`src/rtl/risc16_pkg.sv`:
```
// risc16_pkg: shared ISA constants plus the memory-arbiter FSM state and
// owner-tag encodings.
package risc16_pkg;
   typedef enum logic [3:0] {
      OP_ADD, OP_SUB, OP_AND, OP_OR, OP_XOR, OP_SLL, OP_SRL, OP_ADDI,
      OP_LW, OP_SW, OP_BEQ, OP_BNE, OP_JAL, OP_JR, OP_LUI, OP_HALT
   } opcode_t;
   typedef enum logic [1:0] {IT_R, IT_I, IT_M, IT_J} itype_t;
   typedef enum logic [1:0] {ST_RUN, ST_DRAIN, ST_HALTED} arb_state_t;
   typedef struct packed {
      logic valid;
      logic is_data;
   } tag_t;
   localparam tag_t TAG_NONE  = '{valid: 1'b0, is_data: 1'b0};
   localparam tag_t TAG_FETCH = '{valid: 1'b1, is_data: 1'b0};
   localparam tag_t TAG_DATA  = '{valid: 1'b1, is_data: 1'b1};
   function automatic itype_t op_itype(input opcode_t op);
      return (op inside {OP_LW, OP_SW}) ? IT_M :
             (op inside {OP_JAL, OP_JR}) ? IT_J :
             (op >= OP_ADDI) ? IT_I : IT_R;
   endfunction
endpackage

```
`src/rtl/mem_arb_prio.sv`:
```
// mem_arb_prio: data-over-fetch priority with a saturating starvation
// counter that forces a waiting fetch through once it reaches STARVE_MAX.
module mem_arb_prio #(
   parameter int STARVE_MAX = 4
) (
   input  logic       clk1,
   input  logic       rst,
   input  logic       if_req,
   input  logic       d_req,
   input  logic       run,
   output logic       if_gnt,
   output logic       d_gnt,
   output logic [2:0] starve_cnt
);
   logic [2:0] starve_q, starve_d;
   logic       force_fetch;
   always_comb begin
      force_fetch = starve_q == 3'(STARVE_MAX);
      if_gnt      = !rst && run && if_req && (!d_req || force_fetch);
      d_gnt       = !rst && d_req && !if_gnt;
      // counter is frozen whenever fetch is blocked by a drain/halt
      starve_d    = !run ? starve_q :
                    if_gnt ? 3'd0 :
                    (if_req && starve_q < 3'(STARVE_MAX)) ? starve_q + 3'd1 : starve_q;
      starve_cnt  = starve_q;
   end
   always_ff @(posedge clk1 or posedge rst) begin
      if (rst) starve_q <= 3'd0;
      else     starve_q <= starve_d;
   end
endmodule

```
`src/rtl/mem_arbiter.sv`:
```
// mem_arbiter: shares one synchronous-read memory between instruction fetch
// and the LW/SW data port, with a halt/drain FSM and read-response routing.
module mem_arbiter
   import risc16_pkg::*;
#(
   parameter int ADDR_W     = 10,
   parameter int DATA_W     = 32,
   parameter int STARVE_MAX = 4
) (
   input  logic              clk1,
   input  logic              rst,
   input  logic              if_req,
   input  logic [ADDR_W-1:0] if_addr,
   output logic              if_gnt,
   output logic              if_rvalid,
   output logic [DATA_W-1:0] if_rdata,
   input  logic              d_req,
   input  logic              d_we,
   input  logic [ADDR_W-1:0] d_addr,
   input  logic [DATA_W-1:0] d_wdata,
   output logic              d_gnt,
   output logic              d_rvalid,
   output logic [DATA_W-1:0] d_rdata,
   output logic              mem_en,
   output logic              mem_we,
   output logic [ADDR_W-1:0] mem_addr,
   output logic [DATA_W-1:0] mem_wdata,
   input  logic [DATA_W-1:0] mem_rdata,
   input  logic              halt_req,
   output logic              halt_ack,
   output logic [2:0]        starve_cnt
);
   arb_state_t        state_q, state_d;
   tag_t              tag_q, tag_d;
   logic [DATA_W-1:0] if_rdata_q, d_rdata_q;
   logic              run;
   assign run = state_q == ST_RUN;
   mem_arb_prio #(.STARVE_MAX(STARVE_MAX)) u_prio (
      .clk1       (clk1),
      .rst        (rst),
      .if_req     (if_req),
      .d_req      (d_req),
      .run        (run),
      .if_gnt     (if_gnt),
      .d_gnt      (d_gnt),
      .starve_cnt (starve_cnt)
   );
   always_comb begin
      if_rvalid = tag_q.valid && !tag_q.is_data;
      d_rvalid  = tag_q.valid && tag_q.is_data;
      state_d   = state_q;
      case (state_q)
         ST_RUN:   state_d = halt_req ? ST_DRAIN : ST_RUN;
         // the fetch read being returned this cycle still counts as outstanding
         ST_DRAIN: state_d = !halt_req ? ST_RUN : if_rvalid ? ST_DRAIN : ST_HALTED;
         default:  state_d = halt_req ? ST_HALTED : ST_RUN;
      endcase
      tag_d     = if_gnt ? TAG_FETCH : (d_gnt && !d_we) ? TAG_DATA : TAG_NONE;
      mem_en    = if_gnt || d_gnt;
      mem_we    = d_gnt && d_we;
      mem_addr  = d_gnt ? d_addr : if_gnt ? if_addr : '0;
      mem_wdata = d_gnt ? d_wdata : '0;
      if_rdata  = if_rvalid ? mem_rdata : if_rdata_q;
      d_rdata   = d_rvalid ? mem_rdata : d_rdata_q;
      halt_ack  = state_q == ST_HALTED;
   end
   always_ff @(posedge clk1 or posedge rst) begin
      if (rst) begin
         state_q    <= ST_RUN;
         tag_q      <= TAG_NONE;
         if_rdata_q <= '0;
         d_rdata_q  <= '0;
      end else begin
         state_q <= state_d;
         tag_q   <= tag_d;
         if (if_rvalid) if_rdata_q <= mem_rdata;
         if (d_rvalid)  d_rdata_q  <= mem_rdata;
      end
   end
endmodule

```
`config.mk`:
```
export PLATFORM = sky130hd
export DESIGN_NAME = mem_arbiter
export DESIGN_NICKNAME = d
export VERILOG_FILES = /design/src/rtl/risc16_pkg.sv /design/src/rtl/mem_arb_prio.sv /design/src/rtl/mem_arbiter.sv
export SDC_FILE = /design/constraint.sdc
export NUM_CORES = 1
export LEC_CHECK = 0
export ABC_AREA = 1
export BUFFER_PORTS_ARGS = -buffer_cell sky130_fd_sc_hd__buf_2
export CORE_AREA = 4 4 99 147
export CTS_BUF_LIST = sky130_fd_sc_hd__clkbuf_8
export CTS_CLUSTER_SIZE = 30
export DETAILED_ROUTE_END_ITERATION = 7
export DIE_AREA = 0 0 103 151
export GPL_TIMING_DRIVEN = 0
export PLACE_DENSITY = 0.51
export SLEW_MARGIN = 20
export SYNTH_ARGS = -nofsm -noshare
export SYNTH_HDL_FRONTEND = slang
export SYNTH_SLANG_ARGS = --single-unit
```
`constraint.sdc`:
```
create_clock -name clk1 -period 2.27 [get_ports clk1]
set_input_delay 0.1135 -clock clk1 [delete_from_list [all_inputs] [get_ports clk1]]
set_output_delay 0.1135 -clock clk1 [all_outputs]
set_load 0.02 [all_outputs]
```
# --- Yosys cells after proc, flatten, opt, wreduce, memory -nomap -nowiden ---
# Index checks and enable logic that the tools add are counted.
totals:
  regBits: 71
  word_cells: 45
classes:
  eq_ne: 3
  addsub: 1
  reduce_logical: 20
  mux: 14
  magnitude_cmp: 1
ops:
  columns: ["operator", "n"]
  rows:
  - ["32-bit 2-to-1 mux", 3]
  - ["10-bit 2-to-1 mux", 2]
  - ["1-bit logical AND", 10]
  - ["2-bit 2-to-1 mux", 5]
  - ["3-bit 2-to-1 mux", 2]
  - ["1-bit logical NOT", 5]
  - ["2-bit case mux with 2 select lines", 1]
  - ["3-bit by 1-bit adder with 3-bit output (second input constant)", 1]
  - ["3-bit == test (second input constant)", 1]
  - ["3-bit less-than comparator (second input constant)", 1]
  - ["2-bit by 1-bit == test with 1-bit output (second input constant)", 1]
  - ["2-bit == test (second input constant)", 1]
  - ["2-bit logical NOT", 1]
  - ["1-bit logical OR", 2]
  - ["2-bit AND reduction", 1]
  - ["2-bit nonzero test", 1]
  - ["1-bit 2-to-1 mux", 1]

# --- Depth between registers and ports, before layout ---
# Gate-level depths: netlist (run 1).
depth:
  ltp_word: 9
  depth_mapped: 8
  mapped_depth_nobuf: 7

# --- Cells and area by module ---
# From an unflattened synthesis (run 1), not the netlist that was laid out.
unflattened:
  cells_unflattened: 399
  hier_area_um2: 3425.8
modules_own_cells:
  columns: ["mod", "instances", "area_per_inst_um2", "cells_per_inst"]
  rows:
  - ["mem_arbiter", 1, 3206.8, 368]
  - ["mem_arb_prio", 1, 219.0, 31]

# --- Worst setup path before layout (run 1) ---
# No wires, ideal clock.
synth_timing:
  path_type: "input to output"
  start: "input port rst"
  end: "output port mem_addr[0]"
  t_arrival_ns: 2.408
  path_slack_ns: -0.251
  stages: 5
  path_cell_list: "inv_1 > nand2_1 > nor2_4 > nand3_1 > nand2_1"
synth_via:
  elab_chain_cells: 7
  elab_cells_between_ends: 9
synth_lines:
  columns: ["item", "line", "rtl"]
  rows:
  - ["start: declaration", "mem_arbiter.sv:11", "input logic rst,"]
  - ["1-bit logical NOT (*)", "mem_arb_prio.sv:19, mem_arb_prio.sv:20", null]
  - ["1-bit logical AND (3 in a row)", "mem_arb_prio.sv:19", "if_gnt = !rst && run && if_req && (!d_req || force_fetch);"]
  - ["1-bit logical NOT", "mem_arb_prio.sv:20", "d_gnt = !rst && d_req && !if_gnt;"]
  - ["1-bit logical AND", "mem_arb_prio.sv:20", null]
  - ["10-bit 2-to-1 mux (*)", "mem_arbiter.sv:61", "mem_addr = d_gnt ? d_addr : if_gnt ? if_addr : '0;"]
  - ["end: declaration", "mem_arbiter.sv:26", "output logic [ADDR_W-1:0] mem_addr,"]
# Every way passes the cells marked *; elsewhere a longest branch is shown, timed or not.

# --- Worst setup path in the final report (run 1) ---
layout_timing:
  start: "register u_prio.starve_q[0] (netlist: u_prio.starve_cnt[0])"
  end: "output port mem_addr[5]"
layout_via:
  elab_chain_cells: 6
  elab_cells_between_ends: 7
layout_lines:
  columns: ["item", "line", "rtl"]
  rows:
  - ["start: declaration", "mem_arb_prio.sv:15", "logic [2:0] starve_q, starve_d;"]
  - ["start signal: assignment", "mem_arb_prio.sv:29", "else starve_q <= starve_d;"]
  - ["3-bit == test (*)", "mem_arb_prio.sv:18", "force_fetch = starve_q == 3'(STARVE_MAX);"]
  - ["1-bit logical OR (*)", "mem_arb_prio.sv:19", null]
  - ["1-bit logical AND (*)", "mem_arb_prio.sv:19", null]
  - ["1-bit logical NOT", "mem_arb_prio.sv:20", null]
  - ["1-bit logical AND", "mem_arb_prio.sv:20", null]
  - ["10-bit 2-to-1 mux (*)", "mem_arbiter.sv:61", null]
# Marked as above.

==> results of run 1 <==
-- state kept, by name, summed over array words and instances (netlist names) --
name               cells
if_rdata_q            32
d_rdata_q             32
u_prio.starve_cnt      3
tag_q                  2
state_q                2
-- logic make-up after synthesis --
kind of cell	Yosys count	synth area share (%)
and+or+nand+nor	154	20.87
buffers and inverters	101	13.54
adders and majority gates	2	0.7670
DFF	71	54.47
AOI/OAI and AO/OA	67	10.36
-- where the power goes --
group	total, mW	switching (mW)	leakage (nW)	internal, mW
Clock	1.23	0.478	0.120	0.756
Sequential	1.82	0.129	0.858	1.69
Combinational	2.00	1.36	1.95	0.638
-- critical path, delay by kind of cell (launching register included) --
family	cells	cell delay [ps]
and+or+nand+nor	4	450
buffers and inverters	3	610
DFF	1	400
adders and majority gates	1	160
-- worst paths after layout --
| check | cells past startpoint | end | start | slack, ps |
|---|---|---|---|---|
| worst max-delay path | 8 | mem_addr[5] | u_prio.starve_cnt[0] | 200 |
| worst min register to register | 2 | if_rdata_q[25] | if_rdata_q[25] | 490 |
| worst min-delay path | 3 | if_rdata_q[23] | mem_rdata[23] | 60 |
| max in group asynchronous | 4 | if_rdata_q[4] | rst | 1470 |
| min in group asynchronous | 3 | u_prio.starve_cnt[2] | rst | 360 |
| worst max register to register | 4 | d_rdata_q[10] | tag_q[0] | 820 |
-- metrics by stage --
| stage | util [%] | setup WS [ps] | cell area [sq um] | setup TNS, ps | power (mW) |
|---|---|---|---|---|---|
| 3_3_place_gp | 33.53 | -437.9 | 4494 | -4000 | 3.838 |
| 4_1_cts | 35.89 | 76.57 | 4811 | 0 | 5.153 |
| 3_5_place_dp | 33.83 | 521.7 | 4534 | 0 | 3.885 |
| 2_1_floorplan | - | 415.3 | 3266 | 0 | 3.095 |
| 5_1_grt | 35.94 | 42.14 | 4817 | 0 | 5.396 |
| 6_report | 35.94 | 198.9 | 4817 | 0 | 5.051 |
-- final cells by class --
class / count / share of cell area [%]
multi-input combinational: 223 / 21.66
clock buffer: 10 / 2.857
clock inverter: 6 / 2.260
tap: 162 / 4.208
sequential: 71 / 36.88
inverter: 81 / 6.390
timing repair inverter: 1 / 0.1039
timing repair buffer: 210 / 22.75
buffer: 20 / 2.883
-- Yosys cell counts --
| cell | count |
|---|---|
| nor2_4 | 2 |
| ha_1 | 2 |
| nor2_2 | 12 |
| clkbuf_1 | 7 |
| buf_8 | 2 |
| nand3_4 | 1 |
| nand2_8 | 1 |
| o21ai_0 | 66 |
| nor2_1 | 31 |
| buf_12 | 1 |
| nand3_1 | 22 |
| o31ai_1 | 1 |
| nand2_1 | 85 |
| buf_2 | 7 |
| buf_4 | 2 |
| buf_6 | 1 |
| inv_1 | 81 |
| dfrtp_1 | 71 |
-- placed cells by master, fill, tap and decap left out, types with 3 or more instances in the layout --
master         instances
buf_2                212
nand2_1               85
inv_1                 81
dfrtp_1               71
o21ai_0               66
nor2_1                31
nand3_1               22
nor2_2                12
clkbuf_8              10
clkbuf_1               6
buf_12                 3
clkinvlp_4             3
bufinv_16              3
dlygate4sd3_1          3
-- repair_timing --
action	in CTS	in global routing
hold endpoints to repair	23	0
endpoints found under the setup margin	0	11
hold buffers	3	0
gates resized for setup	0	2
-- layer usage --
metal / vias to the layer above / routed length [microns] / share of wire, %
met5: - / 0 / 0
met4: 0 / 452 / 4.1
met3: 22 / 957 / 8.7
met2: 164 / 5507 / 50
met1: 1531 / 4092 / 37
li1: 1645 / - / -
==> results.toml, run 1 <==
[cts]
cts_buffer_depth = 2
cts_tree = "done"
cts_max_level = 3
cts-root-buf = "clkbuf_8"
postCtsSetupRepairBufs = 0
cts_buffers = 9
cts.sinks = 71
insertion_delay_ps = 350
clk_pin_slew_ps = 80

[floorplanning]
die_w_microns = 103
io_pins = 206
design.core.area_sq_um = 13400
die_area_sq_um = 15550
rows = 52
dieHeight_microns = 151
initial_utilization_pct = 24.34

[placed_design]
dp.cells = 764
gp_congestion = 0.8740
hpwl_mm = 8.799
io_buffers = 205

[grt]
grt_max_degree = 27
antenna_found_initial = 0
grtUsageTotal_pct = 14.14
grt_pass1_wl_mm = 17.01
grt_busiest_layer = "met2"
met1_usage_pct = 15.04
grt_overflow = 0
grt_use_met3_pct = 3.641
use_met2_pct = 24.90
grt_pass1_vias = 3528

[finish]
nets = 709
regArea_sq_um = 1777
num-fill-cells = 1443
syn2layout_area_growth_pct = 47.68
post_route_cells_drive_above_1_share_pct = 40.84
multi_input_area_sq_um = 1044
antenna_cells = 0
instances_no_fill = 784

[worst_setup_path]
max_stage_delay_ps = 400
critPathRequiredTime_ps = 2160
crit_top_cell = "nand2_1"
critical-path-slowest-cell = "dfrtp_1"
crit_chain = "inv_1, ha_1, nand2_1, nand2_1, clkbuf_1, nand3_1, nand2_1, buf_2"
cp-end-kind = "primary output"
startpoint_type = "register"
critPathMaxFanout = 10
crit_arrival_ps = 1960
path_class = "reg -> out"

[detailed_routing]
ant_nets = 0
via_per_inst = 4.288
vias = 3362
postRouteWirelength_mm = 11.01
drt-initial-drc-count = 88
drc = 0
wl_per_cell_microns = 14.04
dr.pass1.iters = 4

[sta]
tightest_slew_ps = 518.4
rsz0062_at_grt = "false"
fin_worst_skew_ps = 7.052
setup_viol = 0
final_hold_viol_count = 0
finalMaxSlewViolations = 0
slew_headroom_pct = 65.25
maxClockFrequency_mhz = 482.8
period_share_pct = 91.24
finalCriticalPeriod_ps = 2071
whs_ps = 61.37

[synth]
avgSynthCellArea_sq_um = 8.258
yosysWarnings = 0
synthDistinctLibCells = 18
synth_nets = 487
yosysTopAreaCell = "dfrtp_1"
synth-seq-area-share_pct = 54.47
postSynthCellCount = 395
syn_area_sq_um = 3262
synth_top_area_share_pct = 54.47
yosys_register_bits = 71
synthTopCellsByArea = "dfrtp_1 (54%), o21ai_0 (10%), nand2_1 (9.8%)"

[pwr]
ir_worst_vdd_mv = 0.2905
p_leak_nw = 2.927
power_density_nw_per_um2 = 1049

[run_status]
outcome = "finished, final reports clean"

[hold_path]
min_path_type = "in -> reg"

[job]
cap_violations = 0
Power figures use the tool's default switching activity.
==> run 2: changes to the inputs <==
--- a/config.mk
+++ b/config.mk
@@ -13,7 +13,8 @@
 export DETAILED_ROUTE_END_ITERATION = 7
 export DIE_AREA = 0 0 103 151
 export GPL_TIMING_DRIVEN = 0
-export PLACE_DENSITY = 0.51
+export MAX_ROUTING_LAYER = met4
+export PLACE_DENSITY = 0.49
 export SLEW_MARGIN = 20
 export SYNTH_ARGS = -nofsm -noshare
 export SYNTH_HDL_FRONTEND = slang
==> constraint.sdc (replaced) <==
create_clock -name clk1 -period 2.2 [get_ports clk1]
set_input_delay 0.11 -clock clk1 [delete_from_list [all_inputs] [get_ports clk1]]
set_output_delay 0.11 -clock clk1 [all_outputs]
set_load 0.02 [all_outputs]
==> results.toml, run 2 (synthesis results as in run 1) <==
[detailed_routing]
dr.pass1.iters = 4
postRouteWirelength_mm = 10.69
vias = 3265
ant_nets = 0
wl_per_cell_microns = 13.64
drc = 0
via_per_inst = 4.165
drt-initial-drc-count = 115

[worst_setup_path]
critPathMaxFanout = 10
path_class = "reg -> out"
crit_arrival_ps = 1920
startpoint_type = "register"
cp-end-kind = "primary output"
critPathRequiredTime_ps = 2090

[sta]
postLayoutSetupSlackWorst_ps = 167.6
fin_worst_skew_ps = 6.606
finalMaxSlewViolations = 0
setup_viol = 0
slew_headroom_pct = 64.32
final_hold_viol_count = 0
finalCriticalPeriod_ps = 2032
maxClockFrequency_mhz = 492.0
tightest_slew_ps = 535.2
rsz0062_at_grt = "false"
period_share_pct = 92.38

[grt]
grt_pass1_vias = 3334
antenna_found_initial = 0
grtUsageTotal_pct = 14.00
grt_max_degree = 29
grt_overflow = 0
grt_pass1_wl_mm = 16.31

[finish]
antenna_cells = 0
syn2layout_area_growth_pct = 46.76
instances_no_fill = 784
nets = 709
post_route_cells_drive_above_1_share_pct = 41.00
utilization_pct = 35.72
layout_commonest_cell = "buf_2"
mostFrequentLayoutCells = "buf_2 (212), nand2_1 (85), inv_1 (80)"

[pwr]
power_density_nw_per_um2 = 1055
p_leak_nw = 2.916
ir_worst_vdd_mv = 0.2391
power_mw = 5.049

[cts]
cts_max_level = 3
insertion_delay_ps = 340
cts_tree = "done"
cts_buffer_depth = 2
clk_pin_slew_ps = 80
cts-root-buf = "clkbuf_8"
cts_buffers = 9
cts.sinks = 71
postCtsSetupRepairBufs = 0

[floorplanning]
io_pins = 206
rows = 52
design.core.area_sq_um = 13400
dieHeight_microns = 151
die_w_microns = 103
initial_utilization_pct = 24.34
die_area_sq_um = 15550

[placed_design]
dp.cells = 764
gp_congestion = 0.7700
hpwl_mm = 8.486
dp_slack_ps = 473.4
io_buffers = 205

[job]
cap_violations = 0

[run_status]
outcome = "finished, final reports clean"

[hold_path]
min_path_type = "in -> reg"
[run 2: power breakdown]
| group | switching, mW | leakage, nW | total (mW) | internal (mW) |
|---|---|---|---|---|
| registers | 0.135 | 0.858 | 1.88 | 1.75 |
| logic | 1.39 | 1.95 | 2.05 | 0.659 |
| clock network | 0.495 | 0.109 | 1.11 | 0.619 |
| total | 2.02 | 2.92 | 5.05 | 3.02 |
[run 2: repair_timing]
action | CTS | global route
hold buffers | 3 | 0
endpoints found under the setup margin | 0 | 10
gates resized for setup | 0 | 2
hold endpoints to repair | 21 | 0
[run 2: critical path: stages (launching register included)]
cell and delay [ps]:
dfrtp_1 370, nand2_1 90, buf_2 220, clkbuf_1 450, o21ai_0 230, buf_2 210
[run 2: layout make-up]
| type | count | area (sq um) |
|---|---|---|
| Multi-Input combinational cell | 223 | 1044 |
| Clock buffer | 12 | 165.2 |
| Inverter | 81 | 307.8 |
| Tap cell | 162 | 202.7 |
| Sequential cell | 71 | 1777 |
| Fill cell | 1461 | 8616 |
| Clock inverter | 4 | 51.30 |
| Timing Repair Buffer | 210 | 1096 |
| Timing Repair inverter | 1 | 5.005 |
| Buffer | 20 | 138.9 |
[run 2: through the flow]
step / area (sq um) / hold WS, ps / TNS (ps)
after global routing: 4787 / 63.19 / 0
after global placement: 4494 / 311.0 / -4785
after floorplan: 3266 / 176.4 / 0
final: 4787 / 68.20 / 0
after detailed placement: 4534 / 226.9 / 0
after CTS: 4781 / 39.98 / 0
[run 2: layer usage]
metal | track usage [%] | part of all wire, % | up-vias
li1 | - | - | 1632
met1 | 15.00 | 39 | 1479
met2 | 25.29 | 53 | 147
met3 | 3.134 | 7.1 | 7
met4 | 4.277 | 1.3 | 0
met5 | - | 0 | -
[run 2: worst paths after layout]
path	from	endpoint	slack [ps]	depth (start not counted)
worst min-delay path	mem_rdata[3]	if_rdata_q[3]	70	3
worst min register to register	d_rdata_q[10]	d_rdata_q[10]	490	2
worst max register to register	tag_q[0]	d_rdata_q[15]	660	4
max in group asynchronous	rst	if_rdata_q[11]	1410	4
worst max-delay path	tag_q[0]	d_rdata[15]	170	5
min in group asynchronous	rst	u_prio.starve_cnt[2]	360	3
==> run 3: changes to the inputs <==
--- a/config.mk
+++ b/config.mk
@@ -14,7 +14,7 @@
 export DIE_AREA = 0 0 103 151
 export GPL_TIMING_DRIVEN = 0
 export MAX_ROUTING_LAYER = met4
-export PLACE_DENSITY = 0.49
+export PLACE_DENSITY = 0.54
 export SLEW_MARGIN = 20
 export SYNTH_ARGS = -nofsm -noshare
 export SYNTH_HDL_FRONTEND = slang
==> results.toml, run 3 (synthesis results as in run 1) <==
[floorplanning]
dieHeight_microns = 151
die_area_sq_um = 15550
design.core.area_sq_um = 13400
initial_utilization_pct = 24.34
io_pins = 206
rows = 52
die_w_microns = 103

[worst_setup_path]
crit_top_cell = "nand2_1"
critPathRequiredTime_ps = 2090
crit_arrival_ps = 1930
max_stage_delay_ps = 380
path_class = "reg -> out"
path_buf_inv = 3
cp_top_family = "simple AND/OR/NAND/NOR gates"
path_depth = 9
critical-path-slowest-cell = "dfrtp_1"
crit_chain = "inv_1, ha_1, nand2_1, nand2_1, nand3_4, nand2_8, buf_8, nor2_1, buf_2"
rr_worst_depth = 4
critPathMaxFanout = 10
startpoint_type = "register"
cp-end-kind = "primary output"

[detailed_routing]
wl_per_cell_microns = 13.46
via_per_inst = 4.226
postRouteWirelength_mm = 10.55
ant_nets = 0
vias = 3313
drc = 0
drt-initial-drc-count = 67
dr.pass1.iters = 4

[pwr]
switching_share_pct = 39.43
switching_power_mw = 2.021
internal-power_mw = 3.105
p_seq_share_pct = 36.8
clkPwrFrac_pct = 22.5
power_density_nw_per_um2 = 1063
power_mw = 5.126
p_leak_nw = 2.944
ir_worst_vdd_mv = 0.2849
pwr-share-comb_pct = 40.7

[hold_path]
worstHoldPathCells = 3
min_path_type = "in -> reg"

[grt]
antenna_found_initial = 0
grt_pass1_vias = 3351
grt_pass1_wl_mm = 16.26
grt_max_degree = 29
grt_overflow = 0
grtUsageTotal_pct = 13.96

[sta]
tightest_slew_ps = 491.6
timing.setup.tns_ps = 0
finalMaxSlewViolations = 0
setup_viol = 0
whs_ps = 63.11
maxClockFrequency_mhz = 489.5
finalCriticalPeriod_ps = 2043
fin_worst_skew_ps = 8.362
period_share_pct = 92.86
final_hold_viol_count = 0
slew_headroom_pct = 67.23
rsz0062_at_grt = "false"

[cts]
postCtsSetupRepairBufs = 0
cts_max_level = 3
clk_pin_slew_ps = 80
cts.sinks = 71
cts-root-buf = "clkbuf_8"
insertion_delay_ps = 340
cts_tree = "done"
cts_buffers = 9
cts_buffer_depth = 2

[placed_design]
gp_congestion = 0.8676
io_buffers = 205
hpwl_mm = 8.320
dp.cells = 764

[finish]
utilization_pct = 35.97
antenna_cells = 0
instances_no_fill = 784
post_route_cells_drive_above_1_share_pct = 40.84
syn2layout_area_growth_pct = 47.79
mostFrequentLayoutCells = "buf_2 (211), nand2_1 (85), inv_1 (82)"
nets = 709
layout_commonest_cell = "buf_2"

[run_status]
outcome = "finished, final reports clean"

[job]
cap_violations = 0
run 3: cell count changes in the layout (fill, tap and decap cells not counted), sizes merged:
| cell | previous run | this run |
|---|---|---|
| bufinv | 1 | 2 |
| buf | 220 | 221 |
| inv | 81 | 82 |
| clkinvlp | 3 | 1 |
| clkbuf | 19 | 18 |
run 3: final cells by class:
cell class,count,area (sq um)
buffer,20,140.1
tap,162,202.7
clock inverter,5,72.57
fill,1430,8582
inverter,81,307.8
clock buffer,11,151.4
timing repair buffer,211,1126
multi-input combinational,223,1044
sequential,71,1777
run 3: repair_timing:
item,CTS,global route
hold buffers,4,0
setup endpoints to repair,0,7
endpoints found under the hold margin,28,0
gates resized for setup,0,5
run 3: worst paths after layout:
kind / from / end / slack (ps)
hold reg to reg: if_rdata_q[25] / if_rdata_q[25] / 490
setup reg to reg: tag_q[1] / d_rdata_q[3] / 770
setup / recovery: u_prio.starve_cnt[0] / mem_wdata[28] / 160
min in group asynchronous: rst / if_rdata_q[9] / 480
max in group asynchronous: rst / if_rdata_q[14] / 1550
hold / removal: mem_rdata[10] / if_rdata_q[10] / 60
run 3: power by group through the flow:
stage | Clock (mW) | Sequential [mW] | Combinational [mW]
after detailed placement | 0 | 1.91 | 2.11
after global routing | 1.26 | 1.93 | 2.31
final | 1.16 | 1.88 | 2.09
after CTS | 1.21 | 1.89 | 2.12
after global placement | 0 | 1.89 | 2.06
after floorplan | 0 | 1.92 | 1.28
run 3: metal layers:
| metal | track usage (%) | vias up | part of all wire (%) |
|---|---|---|---|
| met4 | 5.703 | 0 | 2.7 |
| met5 | - | - | 0 |
| met2 | 24.23 | 151 | 52 |
| met1 | 15.50 | 1505 | 38 |
| met3 | 2.627 | 23 | 6.7 |
| li1 | - | 1634 | - |
run 3: worst min-delay path, delay by kind of cell:
kind,cells,cell delay (ps)
AO/OA/AOI/OAI,1,100
buffers and inverters,2,140
run 3: stage by stage:
step / worst slack (ps) / cell area (sq um)
global route: 5.376 / 4821
finish: 157.1 / 4821
detailed placement: 260.6 / 4542
CTS: 89.60 / 4816
floorplan: 352.3 / 3266
global placement: -447.7 / 4494
